--- src/rtl/simplerisc_pkg.sv ---
// Shared SimpleRisc definitions: loader state encoding, memory sizing defaults, opcodes.
// Optional feature macro: SIMPLERISC_LOADER_CHECKSUM_EN adds the CHK state.
package simplerisc_pkg;

  localparam int IMEM_DEPTH_DEF  = 1024;
  localparam int IMEM_ADDR_W_DEF = 10;

  localparam logic [4:0] OP_ADD  = 5'b00000;
  localparam logic [4:0] OP_SUB  = 5'b00001;
  localparam logic [4:0] OP_MUL  = 5'b00010;
  localparam logic [4:0] OP_DIV  = 5'b00011;
  localparam logic [4:0] OP_MOD  = 5'b00100;
  localparam logic [4:0] OP_CMP  = 5'b00101;
  localparam logic [4:0] OP_AND  = 5'b00110;
  localparam logic [4:0] OP_OR   = 5'b00111;
  localparam logic [4:0] OP_NOT  = 5'b01000;
  localparam logic [4:0] OP_MOV  = 5'b01001;
  localparam logic [4:0] OP_LSL  = 5'b01010;
  localparam logic [4:0] OP_LSR  = 5'b01011;
  localparam logic [4:0] OP_ASR  = 5'b01100;
  localparam logic [4:0] OP_NOP  = 5'b01101;
  localparam logic [4:0] OP_LD   = 5'b01110;
  localparam logic [4:0] OP_ST   = 5'b01111;
  localparam logic [4:0] OP_BEQ  = 5'b10000;
  localparam logic [4:0] OP_BGT  = 5'b10001;
  localparam logic [4:0] OP_B    = 5'b10010;
  localparam logic [4:0] OP_CALL = 5'b10011;
  localparam logic [4:0] OP_RET  = 5'b10100;

  typedef enum logic [2:0] {
    ST_IDLE = 3'd0,
    ST_LEN0 = 3'd1,
    ST_LEN1 = 3'd2,
    ST_DATA = 3'd3,
`ifdef SIMPLERISC_LOADER_CHECKSUM_EN
    ST_CHK  = 3'd4,
`endif
    ST_DONE = 3'd5,
    ST_ERR  = 3'd6
  } loader_state_e;

endpackage

--- src/rtl/simplerisc_word_packer.sv ---
// Assembles four little-endian bytes into a 32-bit word and pulses word_valid
// the cycle after the fourth byte is taken.
module simplerisc_word_packer (
  input  logic        clk1,
  input  logic        rst_n,
  input  logic        clr,
  input  logic        byte_valid,
  input  logic [7:0]  byte_data,
  output logic [1:0]  byte_idx,
  output logic        word_valid,
  output logic [31:0] word_data
);

  logic [31:0] r_shift;
  logic [1:0]  r_idx;
  logic        r_word_valid;

  // Bytes shift in from the top so byte 0 ends up in [7:0] after four shifts.
  always_ff @(posedge clk1 or negedge rst_n) begin
    if (!rst_n) begin
      r_shift      <= '0;
      r_idx        <= '0;
      r_word_valid <= 1'b0;
    end else if (clr) begin
      r_shift      <= '0;
      r_idx        <= '0;
      r_word_valid <= 1'b0;
    end else begin
      r_word_valid <= byte_valid && (r_idx == 2'd3);
      if (byte_valid) begin
        r_shift <= {byte_data, r_shift[31:8]};
        r_idx   <= r_idx + 2'd1;
      end
    end
  end

  assign byte_idx   = r_idx;
  assign word_valid = r_word_valid;
  assign word_data  = r_shift;

endmodule

--- src/rtl/simplerisc_imem_loader.sv ---
// Byte-stream instruction-memory loader: 16-bit LE word count then N LE words.
// Optional macro SIMPLERISC_LOADER_CHECKSUM_EN appends an XOR checksum byte.
module simplerisc_imem_loader
  import simplerisc_pkg::*;
#(
  parameter int IMEM_DEPTH = IMEM_DEPTH_DEF,
  parameter int ADDR_W     = IMEM_ADDR_W_DEF
) (
  input  logic              clk1,
  input  logic              rst_n,
  input  logic              start,
  input  logic              s_valid,
  input  logic [7:0]        s_data,
  output logic              s_ready,
  output logic              imem_we,
  output logic [ADDR_W-1:0] imem_addr,
  output logic [31:0]       imem_wdata,
  output logic              core_hold,
  output logic              done,
  output logic              err
);

  loader_state_e     r_state;
  loader_state_e     w_state_nxt;
  logic [7:0]        r_len_lo;
  logic [ADDR_W-1:0] r_widx;
  logic [ADDR_W-1:0] r_last_idx;

  logic              w_xfer;
  logic              w_session_start;
  logic [15:0]       w_len;
  logic              w_len_too_big;
  logic [ADDR_W-1:0] w_last_idx;
  logic              w_byte_valid;
  logic              w_last_byte;
  logic [1:0]        w_pk_idx;
  logic              w_word_valid;
  logic [31:0]       w_word_data;

`ifdef SIMPLERISC_LOADER_CHECKSUM_EN
  logic [7:0]        r_csum;
`endif

  assign w_xfer          = s_valid && s_ready;
  assign w_session_start = start && ((r_state == ST_IDLE) || (r_state == ST_DONE) ||
                                     (r_state == ST_ERR));
  assign w_len           = {s_data, r_len_lo};
  assign w_len_too_big   = 32'(w_len) > 32'(IMEM_DEPTH);
  assign w_last_idx      = ADDR_W'(w_len - 16'd1);
  assign w_byte_valid    = w_xfer && (r_state == ST_DATA);
  // r_widx already equals the word number when its fourth byte arrives.
  assign w_last_byte     = w_byte_valid && (w_pk_idx == 2'd3) && (r_widx == r_last_idx);

  simplerisc_word_packer u_packer (
    .clk1       (clk1),
    .rst_n      (rst_n),
    .clr        (w_session_start),
    .byte_valid (w_byte_valid),
    .byte_data  (s_data),
    .byte_idx   (w_pk_idx),
    .word_valid (w_word_valid),
    .word_data  (w_word_data)
  );

  always_comb begin
    w_state_nxt = r_state;
    case (r_state)
      ST_IDLE, ST_DONE, ST_ERR: begin
        if (start) w_state_nxt = ST_LEN0;
      end
      ST_LEN0: begin
        if (w_xfer) w_state_nxt = ST_LEN1;
      end
      ST_LEN1: begin
        if (w_xfer) begin
          if (w_len == 16'd0) begin
`ifdef SIMPLERISC_LOADER_CHECKSUM_EN
            w_state_nxt = ST_CHK;
`else
            w_state_nxt = ST_DONE;
`endif
          end else if (w_len_too_big) begin
            w_state_nxt = ST_ERR;
          end else begin
            w_state_nxt = ST_DATA;
          end
        end
      end
      ST_DATA: begin
        // Leave as the last byte lands so the final write cycle is already post-payload.
        if (w_last_byte) begin
`ifdef SIMPLERISC_LOADER_CHECKSUM_EN
          w_state_nxt = ST_CHK;
`else
          w_state_nxt = ST_DONE;
`endif
        end
      end
`ifdef SIMPLERISC_LOADER_CHECKSUM_EN
      ST_CHK: begin
        if (w_xfer) w_state_nxt = (s_data == r_csum) ? ST_DONE : ST_ERR;
      end
`endif
      default: w_state_nxt = ST_IDLE;
    endcase
  end

  always_ff @(posedge clk1 or negedge rst_n) begin
    if (!rst_n) begin
      r_state    <= ST_IDLE;
      r_len_lo   <= '0;
      r_last_idx <= '0;
      r_widx     <= '0;
    end else begin
      r_state <= w_state_nxt;
      if ((r_state == ST_LEN0) && w_xfer) r_len_lo <= s_data;
      if ((r_state == ST_LEN1) && w_xfer) r_last_idx <= w_last_idx;
      if (w_session_start) begin
        r_widx <= '0;
      end else if (w_word_valid && (r_widx != r_last_idx)) begin
        r_widx <= r_widx + ADDR_W'(1);
      end
    end
  end

`ifdef SIMPLERISC_LOADER_CHECKSUM_EN
  always_ff @(posedge clk1 or negedge rst_n) begin
    if (!rst_n) begin
      r_csum <= '0;
    end else if (w_session_start) begin
      r_csum <= '0;
    end else if (w_xfer && (r_state != ST_CHK)) begin
      r_csum <= r_csum ^ s_data;
    end
  end
`endif

  always_comb begin
    s_ready = 1'b0;
    case (r_state)
      ST_LEN0, ST_LEN1, ST_DATA: s_ready = 1'b1;
`ifdef SIMPLERISC_LOADER_CHECKSUM_EN
      ST_CHK:                    s_ready = 1'b1;
`endif
      default:                   s_ready = 1'b0;
    endcase
  end

  // The core is released only by a completed load; IDLE after reset and ERR keep it held.
  assign core_hold  = (r_state != ST_DONE);
  assign done       = (r_state == ST_DONE);
  assign err        = (r_state == ST_ERR);
  assign imem_we    = w_word_valid;
  assign imem_addr  = r_widx;
  assign imem_wdata = w_word_data;

endmodule

--- config.mk ---
export PLATFORM = sky130hd
export DESIGN_NAME = simplerisc_imem_loader
export DESIGN_NICKNAME = d
export VERILOG_FILES = /design/src/rtl/simplerisc_pkg.sv /design/src/rtl/simplerisc_word_packer.sv /design/src/rtl/simplerisc_imem_loader.sv
export SDC_FILE = /design/constraint.sdc
export NUM_CORES = 1
export LEC_CHECK = 0
export ABC_AREA = 1
export CORE_UTILIZATION = 55
export CTS_CLUSTER_SIZE = 16
export DETAILED_ROUTE_END_ITERATION = 7
export DONT_BUFFER_PORTS = 1
export PLACE_DENSITY = 0.7
export REMOVE_ABC_BUFFERS = 1
export SKIP_CTS_REPAIR_TIMING = 1
export SYNTH_ARGS = -nofsm -noshare
export SYNTH_HDL_FRONTEND = slang
export SYNTH_SLANG_ARGS = --single-unit
export TNS_END_PERCENT = 100
--- constraint.sdc ---
create_clock -name clk1 -period 3.8 [get_ports clk1]
set_input_delay 0.76 -clock clk1 [delete_from_list [all_inputs] [get_ports clk1]]
set_output_delay 0.76 -clock clk1 [all_outputs]
set_load 0.01 [all_outputs]
==> summary.txt <==
Outcome
  • Outcome: finished, final reports clean

Clock network
  • TritonCTS clock tree: yes
  • Clk buf depth: 2
  • TritonCTS Buffers: 9
  • Clock Pin Slew Worst Setup and Hold Paths: 0.08 ns
  • CTS sink cnt: 66
  • Clock Latency Late Sink: 0.35 ns
  • Clock root buffer: clkbuf_8
  • H-tree depth: 3

Synth
  • Post-synth ARST share: 100.0%
  • Post-synthesis cell area: 0.003318 mm^2
  • Leading area contributor after synthesis: dfrtp_1
  • Synth Flop Type: dfrtp_1
  • Synth top area cells: dfrtp_1 50%, nand2_1 9.4%, inv_1 8.6%, a32oi_1 6.6%, nand3_1 4.2%
  • Top-count cell post-synth: nand2_1
  • Post-synth EDFFs: 0
  • Syn Inst Count: 403
  • Yosys warning total: 0
  • Post-synthesis sequential area ratio: 49.77%
  • Netlist cell types: 26
  • Mean Syn Cell Area: 8.234 um^2
  • #FFs+latches synth: 66
  • Top cell type's share of synthesized area: 49.77%
  • Synth top cells by count: 83 x nand2_1, 76 x inv_1, 66 x dfrtp_1, 35 x nor2_1, 28 x nand3_1

Timing
  • Skew final: 0.008678 ns
  • Worst slew margin: 49.08%
  • Fmax: 421.1 MHz
  • RSZ-0062 raised after global routing: false
  • Pins Over Slew Limit: 0
  • Setup TNS: 0 ns
  • Final hold vios: 0
  • Shortest period the worst path allows: 2.375 ns
  • Finish-stage setup viols: 0
  • Final worst path period share: 62.49%
  • Fin worst setup slack: 1.425 ns
  • Worst slew pin tran: 0.7617 ns

Detailed routing
  • DR vias: 2613
  • DRC: 0
  • DRT Wirelength: 6.813 mm
  • DR WL/cell: 14.31 um
  • ANT nets after route: 0
  • Vias per cell: 5.489
  • Drt initial violations: 220
  • Drt first pass iters: 5

Placed design
  • HPWL Detailed: 4.601 mm
  • Placed cell area: 0.003337 mm^2
  • DP Cell Count: 460
  • GPL Wtd Cong: 0.7838
  • Dpl ws: 1.438 ns
  • # port buffers: 0

Global routing
  • GRT overflow: 0
  • Initial antenna violation count: 0
  • Vias in the first global route: 2478
  • First-pass GRT wire length: 11.56 mm
  • Tot GR Track Use: 23.87%
  • Pin count of the biggest net entering global routing: 67

Setup path
  • R2R depth: 6
  • Max incr delay on CP: 0.61 ns
  • Reg2Reg Setup Slack: 1.43 ns
  • RR Endpoint: u_packer.word_data[0]
  • CP arrival: 2.62 ns
  • Cells along the critical path: o21ai_0, nand3_1, nand2_1, inv_2, a32oi_1, inv_1
  • Crit-path slowest cell: nand3_1
  • Critical path launch point type: register
  • Element type at the critical path end: register
  • Crit Path Max Fanout: 33
  • Type of the worst setup path: register to register
  • R2r startpoint: r_state[1]
  • Req. time, crit path: 4.04 ns

Pwr
  • P per Cell Area: 685.7 mW/mm^2
  • Leak: 2.070 nW
  • Peak VDD IR: 0.0003992 V

Run
  • Max-Cap Viols: 0

Floorplan
  • Initial Utilization: 58.47%
  • DIE HEIGHT: 79.67 um
  • Number of I/O pins: 59
  • Row count: 27
  • Die width: 79.67 um
  • Die Area: 0.006347 mm^2
  • Core box area: 0.005675 mm^2

Worst hold path
  • Worst min path class: input port to asynchronous set/reset pin

Finish
  • ANT cells: 0
  • Nets: 415
  • Synth-to-layout area growth: 7.881%
  • Filler cells: 508
  • Share of cells above drive strength 1: 6.188%
  • Cell area after layout: 0.003580 mm^2
  • Post-layout util: 63.07%
  • Final std cells w/o fill: 476
==> registers in the layout (all words and copies together), names as in the netlist <==
name / cells
u_packer.word_data: 32
imem_addr: 10
r_last_idx: 10
r_len_lo: 8
r_state: 3
u_packer.byte_idx: 2
u_packer.word_valid: 1
==> report_power, final <==
group | switching (mW) | internal (mW)
clock | 0.279 | 0.438
sequential | 0.184 | 0.872
combinational | 0.451 | 0.230
==> metal layers <==
| layer | part of all wire, % | vias to the layer above | GRT usage (%) |
|---|---|---|---|
| met2 | 45 | 86 | 36.15 |
| met3 | 7.5 | 7 | 8.114 |
| met5 | 0 | - | 0 |
| met4 | 1.1 | 0 | 6.364 |
| li1 | - | 1289 | - |
| met1 | 47 | 1231 | 32.63 |
==> cells by family after synthesis <==
group	share of synthesized area, %
compound gates	11.61
flops	49.77
fa+ha+maj	1.508
simple gates	22.06
xor+xnor	3.959
buf+inv	11.09
==> how the worst max path moves through the flow <==
stage,from,to,slack [ns]
finish,r_state[1],u_packer.word_data[0],1.43
global placement,r_state[1],u_packer.word_data[20],1.55
CTS,r_state[1],u_packer.byte_idx[1],1.44
global route,r_state[1],u_packer.word_data[12],1.18
floorplan,start,u_packer.byte_idx[1],1.87
detailed placement,r_state[1],u_packer.byte_idx[1],1.44
==> final cells by class <==
class	instances	area (um^2)	area share (%)
multi-input combinational	243	1299	36.28
tap	72	90.09	2.517
clock inverter	6	115.1	3.216
sequential	66	1652	46.14
inverter	79	296.5	8.284
clock buffer	10	127.6	3.565
==> critical path, delay by kind of cell, from the launching register on <==
kind                   cells  cell delay (ns)
AO/OA/AOI/OAI              2             0.59
flip-flops                 1             0.44
AND/OR/NAND/NOR            2             0.93
buffers and inverters      2             0.32
==> per-stage QoR <==
stage          total power [mW]  hold WS [ns]
6_report                  2.455       0.09983
5_1_grt                   2.646       0.08050
4_1_cts                   2.468       0.09261
3_5_place_dp              1.750        0.4660
3_3_place_gp              1.721        0.4652
2_1_floorplan             1.579        0.4480
==> cell usage in the layout (no fill, tap or decap), types with 2 or more instances in the layout <==
master	synthesis	layout
a21oi_1	10	10
a32oi_1	25	25
bufinv_16	0	3
clkbuf_8	0	9
clkinv_4	0	2
dfrtp_1	66	66
ha_1	4	4
inv_1	76	76
inv_2	3	3
nand2_1	83	83
nand3_1	28	28
nand4_1	13	13
nor2_1	35	35
nor2_2	2	2
o21ai_0	19	19
or2_2	2	2
xnor2_1	5	5
xor2_1	10	10
Power figures use the tool's default switching activity.
